### src/rtl/instr_fetch_unit.sv
// ============================================================================
// Module      : instr_fetch_unit
// Description : Fetch stage with PC ownership, imem req/ready handshake and
//               next-PC selection (jr / jump / branch / sequential).
// Revision    : 1.0 - initial release
// ============================================================================
`default_nettype none

module instr_fetch_unit #(
    parameter logic [31:0] RESET_PC = 32'h0000_0000,
    parameter int          CNT_W    = 32
) (
    input  logic             clk,
    input  logic             rst_n,
    output logic             imem_req,
    output logic [31:0]      imem_addr,
    input  logic             imem_ready,
    input  logic [31:0]      imem_rdata,
    output logic [31:0]      instr,
    output logic [5:0]       opcode,
    output logic [5:0]       func,
    output logic             instr_valid,
    input  logic             instr_accept,
    input  logic             branch,
    input  logic             bneq,
    input  logic             jump,
    input  logic             jal,
    input  logic             alu_zero,
    input  logic [31:0]      jr_target,
    output logic [31:0]      pc,
    output logic [31:0]      pc_plus4,
    output logic             addr_err,
    output logic [CNT_W-1:0] retired_cnt
);

    localparam logic [5:0]       c_func_jr = 6'b001000;
    localparam logic [CNT_W-1:0] c_cnt_one = {{(CNT_W-1){1'b0}}, 1'b1};

    typedef enum logic [0:0] {
        FETCH = 1'b0,
        HOLD  = 1'b1
    } state_t;

    state_t           r_state;
    logic [31:0]      r_pc;
    logic [31:0]      r_instr;
    logic             r_instr_valid;
    logic             r_imem_req;
    logic             r_addr_err;
    logic [CNT_W-1:0] r_retired_cnt;

    logic [31:0]      w_pc_plus4;
    logic [31:0]      w_br_off;
    logic [31:0]      w_next_pc;
    logic             w_is_jr;
    logic             w_unused;

    // jal only steers the link write in the datapath; it never changes next_pc
    assign w_unused   = jal;

    assign w_pc_plus4 = r_pc + 32'd4;
    assign w_br_off   = {{14{r_instr[15]}}, r_instr[15:0], 2'b00};
    assign w_is_jr    = (r_instr[31:26] == 6'b000000) && (r_instr[5:0] == c_func_jr);

    always_comb begin
        w_next_pc = w_pc_plus4;
        if (w_is_jr) begin
            w_next_pc = {jr_target[31:2], 2'b00};
        end else if (jump) begin
            w_next_pc = {w_pc_plus4[31:28], r_instr[25:0], 2'b00};
        end else if (branch && (alu_zero ^ bneq)) begin
            w_next_pc = w_pc_plus4 + w_br_off;
        end
    end

    always_ff @(posedge clk or negedge rst_n) begin
        if (!rst_n) begin
            r_state       <= FETCH;
            r_pc          <= RESET_PC;
            r_instr       <= 32'h0;
            r_instr_valid <= 1'b0;
            r_imem_req    <= 1'b0;
            r_addr_err    <= 1'b0;
            r_retired_cnt <= '0;
        end else begin
            case (r_state)
                FETCH: begin
                    if (r_imem_req && imem_ready) begin
                        r_instr       <= imem_rdata;
                        r_instr_valid <= 1'b1;
                        r_imem_req    <= 1'b0;
                        r_state       <= HOLD;
                    end else begin
                        r_imem_req <= 1'b1;
                    end
                end
                HOLD: begin
                    if (instr_accept) begin
                        r_pc          <= w_next_pc;
                        r_instr_valid <= 1'b0;
                        r_retired_cnt <= r_retired_cnt + c_cnt_one;
                        r_imem_req    <= 1'b1;
                        r_state       <= FETCH;
                        // misaligned jr is flagged, but the aligned target is still taken
                        if (w_is_jr && (jr_target[1:0] != 2'b00)) begin
                            r_addr_err <= 1'b1;
                        end
                    end
                end
                default: begin
                    r_state <= FETCH;
                end
            endcase
        end
    end

    assign imem_req    = r_imem_req;
    assign imem_addr   = r_pc;
    assign instr       = r_instr;
    assign opcode      = r_instr[31:26];
    assign func        = r_instr[5:0];
    assign instr_valid = r_instr_valid;
    assign pc          = r_pc;
    assign pc_plus4    = w_pc_plus4;
    assign addr_err    = r_addr_err;
    assign retired_cnt = r_retired_cnt;

endmodule

`default_nettype wire
### config.mk
export PLATFORM = sky130hd
export DESIGN_NAME = instr_fetch_unit
export DESIGN_NICKNAME = d
export VERILOG_FILES = /design/src/rtl/instr_fetch_unit.sv
export SDC_FILE = /design/constraint.sdc
export NUM_CORES = 1
export LEC_CHECK = 0
export ABC_AREA = 1
export ABC_CLOCK_PERIOD_IN_PS = 2500
export BUFFER_PORTS_ARGS = -buffer_cell sky130_fd_sc_hd__clkbuf_2
export CAP_MARGIN = 10
export CORE_ASPECT_RATIO = 0.75
export CORE_MARGIN = 5
export CORE_UTILIZATION = 49
export CTS_BUF_LIST = sky130_fd_sc_hd__clkbuf_4 sky130_fd_sc_hd__clkbuf_8
export DETAILED_ROUTE_END_ITERATION = 7
export GPL_ROUTABILITY_DRIVEN = 0
export PLACE_DENSITY = 0.88
export REMOVE_ABC_BUFFERS = 1
export SYNTH_ARGS = -nofsm -noshare
export SYNTH_HDL_FRONTEND = slang
export SYNTH_SLANG_ARGS = --single-unit
export TNS_END_PERCENT = 10
### constraint.sdc
create_clock -name clk -period 2.5 [get_ports clk]
set_input_delay 0.125 -clock clk [delete_from_list [all_inputs] [get_ports clk]]
set_output_delay 0.125 -clock clk [all_outputs]
set_load 0.05 [all_outputs]
==> results.yml <==
worst_setup_path:
  worstPathRequired_ns: 2.82
  start_kind: "flop"
  path_cells: "buf_4 > nand2_2 > nor2_4 > nand2_1 > inv_1 > nand3_4 > nor2_2 > nand2_1 > nand2_2 > inv_4 > ha_4 > nand2_2 > nor2_2 > nand2_1 > nor2_1 > nand2_1 > nand3_1 > nand2_1 > nand2_1 > nand2_1 > nand2_1 > nand2_1 > nand2_1"
  cp.buffers_inverters: 3
  worst-setup-path-type: "reg2reg"
  worst_path_max_delay_cell: "dfrtp_1"
  end_kind: "flop"
  max_stage_delay_ns: 0.44
  cp_top_family: "simple AND/OR/NAND/NOR gates"
  worstPathArrival_ns: 3.37
  cpMostUsedCell: "nand2_1"
  crit_fanout: 3
yosys:
  yosysSeqAreaShare_pct: 29.5
  syn_area_per_cell_um2: 6.74
  syn_inst: 1236
  synth_edf_count: 0
  syn-cell-area_mm2: 0.00833
  synthFlopType: "dfrtp_1"
  async_flop_share_pct: 100
  yosysWarnings: 0
  synth-seq-cells: 98
  synth_top_cell_by_area: "dfrtp_1"
  ys_types: 47
  yosys-top-cells-area: "dfrtp_1, nand2_1, inv_1"
  synth.top_cell.area_share_pct: 29.5
floorplanning:
  initial_core_util_pct: 49.6
  core_area_mm2: 0.0168
  die-area_mm2: 0.0197
  boundaryPins: 248
  die_y_um: 123
  row_count: 41
  die_w_um: 161
sta:
  post-route-period-util_pct: 122
  timing.hold.ws_ns: 0.0275
  tightest_slew_ns: 0.795
  period_minus_slack_ns: 3.04
  finalMaxSlewViolations: 0
  setup_ws_ns: -0.544
  fmax_mhz: 328
  relSlewSlack_pct: 46.7
  final-hold-violation-count: 0
  rsz0062_at_grt: "yes"
  skew_ns: 0.0222
  setup_viol: 27
drt:
  vias: 11229
  post-route-drc-count: 0
  wire_per_inst_um: 20.6
  drt_iter0_drc: 1319
  first_pass_iters: 8
  antenna_left: 0
  routed_via_density: 5.95
  wirelength_mm: 38.8
global_route:
  grt_max_degree: 54
  grt_pass1_wl_mm: 52.8
  antenna_found_initial: 0
  grt_pass1_vias: 10323
  track_usage_pct: 33.7
  globalRouteOverflowTotal: 0
final_layout:
  drive_gt1_share_pct: 45.2
  syn2layout_area_growth_pct: 54.5
  mostFrequentLayoutCells: "nand2_1, clkbuf_2, buf_4"
  nets: 1777
  layout_commonest_cell: "nand2_1"
  stdcell_count: 1887
  post-route-util_pct: 76.7
outcome:
  violations: "negative setup slack"
  status: "finished, violations left"
place:
  dp_hpwl_mm: 24.7
  portBuffers: 240
  dp_slack_ns: -0.599
  dp_cells: 1796
clocking:
  cts_tree: "done"
  clkSinkCount: 98
  h-tree-depth: 3
  clk_pin_slew_ns: 0.13
  clock-root-buffer: "clkbuf_8"
  cts_buffers: 9
  clock_path_buffers: 2
  clkLatencyLatePin_ns: 0.40
worst_hold_path:
  holdCritPathClass: "in2reg"
run:
  maxCapViolations: 0
[worst register-to-register path, delay by kind of cell, from the launching register on]
kind	cells	cell delay [ns]
and+or+nand+nor	19	1.90
DFF	1	0.44
buffers and inverters	3	0.35
adders and majority gates	1	0.28
[per-layer routing]
metal | vias to the layer above | GRT usage (%) | routed length, µm
li1 | 4741 | - | -
met5 | - | 0 | 0
met1 | 5108 | 41.7 | 13200
met2 | 1059 | 54.8 | 17600
met4 | 0 | 17.2 | 2970
met3 | 321 | 8.86 | 5060
[path summary, 6_finish.rpt]
kind / start / to / slack (ns) / cells after the start
hold reg to reg: retired_cnt[31] / retired_cnt[31] / 0.49 / 1
setup reg to reg: imem_addr[15] / imem_addr[28] / -0.54 / 23
setup / recovery: imem_addr[15] / imem_addr[28] / -0.54 / 23
hold / removal: jr_target[0] / addr_err / 0.03 / 3
max in group asynchronous: rst_n / imem_addr[16] / 1.44 / 3
min in group asynchronous: rst_n / instr[20] / 0.30 / 2
[sequential cells by signal, summed over array words and instances (netlist names)]
| register | flops |
|---|---|
| imem_addr | 30 |
| r_state | 1 |
| instr | 32 |
| imem_req | 1 |
| instr_valid | 1 |
| retired_cnt | 32 |
| addr_err | 1 |
[synth_stat cells (2+ instances only)]
master and number:
nand2_1 385, inv_1 178, dfrtp_1 98, nor2_1 93, nand3_1 77, a21oi_1 57, buf_4 50, o21ai_0 45
ha_1 37, xor2_1 30, mux2_2 25, nand4_1 17, nor3_1 17, xnor2_1 17, clkbuf_1 15, o211ai_1 11
nor2_2 8, o21bai_1 8, nand2_2 6, and2_1 5, nand3_2 5, nor3_2 5, o22ai_1 5, or2_2 5
a31oi_1 4, buf_2 4, a21o_1 3, buf_1 3, nor2_4 3, nor4_1 2, o21ai_1 2
[cell families (layout without fill, tap and decap cells)]
| logic type | count (synthesis) | in the layout | synth area share [%] |
|---|---|---|---|
| buf+inv | 252 | 682 | 13.8 |
| compound gates | 140 | 140 | 9.42 |
| xor+xnor | 47 | 47 | 4.94 |
| other cells | 1 | 7 | 0.0450 |
| simple gates | 635 | 635 | 33.2 |
| flops | 98 | 98 | 29.5 |
| fa+ha+maj | 38 | 38 | 5.80 |
| mux | 25 | 25 | 3.38 |
[layout make-up]
class	count	area [µm²]
multi-input cells	891	5990
fillers	1058	3910
repair buffers	487	3240
flip-flops and latches	98	2460
inverters	179	674
well taps	215	269
clock buffers	9	124
clock inverters	7	95.1
diodes	1	2.50
[timing repair]
item                                   CTS  global route
pin swaps                               48            60
setup endpoints to repair               26            32
setup buffers                           22            16
resized for setup                      141           159
endpoints found under the hold margin   80             0
hold buffers                            36             0
[per-stage QoR]
step	area [µm²]	TNS (ns)
after floorplan	7870	-45.45
after global placement	10700	-8.47
after detailed placement	10700	-10.91
after CTS	12000	-4.88
after global routing	12900	-12.59
final	12900	-9.85
Power is not shown: default switching activity piles up to over one toggle a cycle in this logic, so the estimate is an artifact.
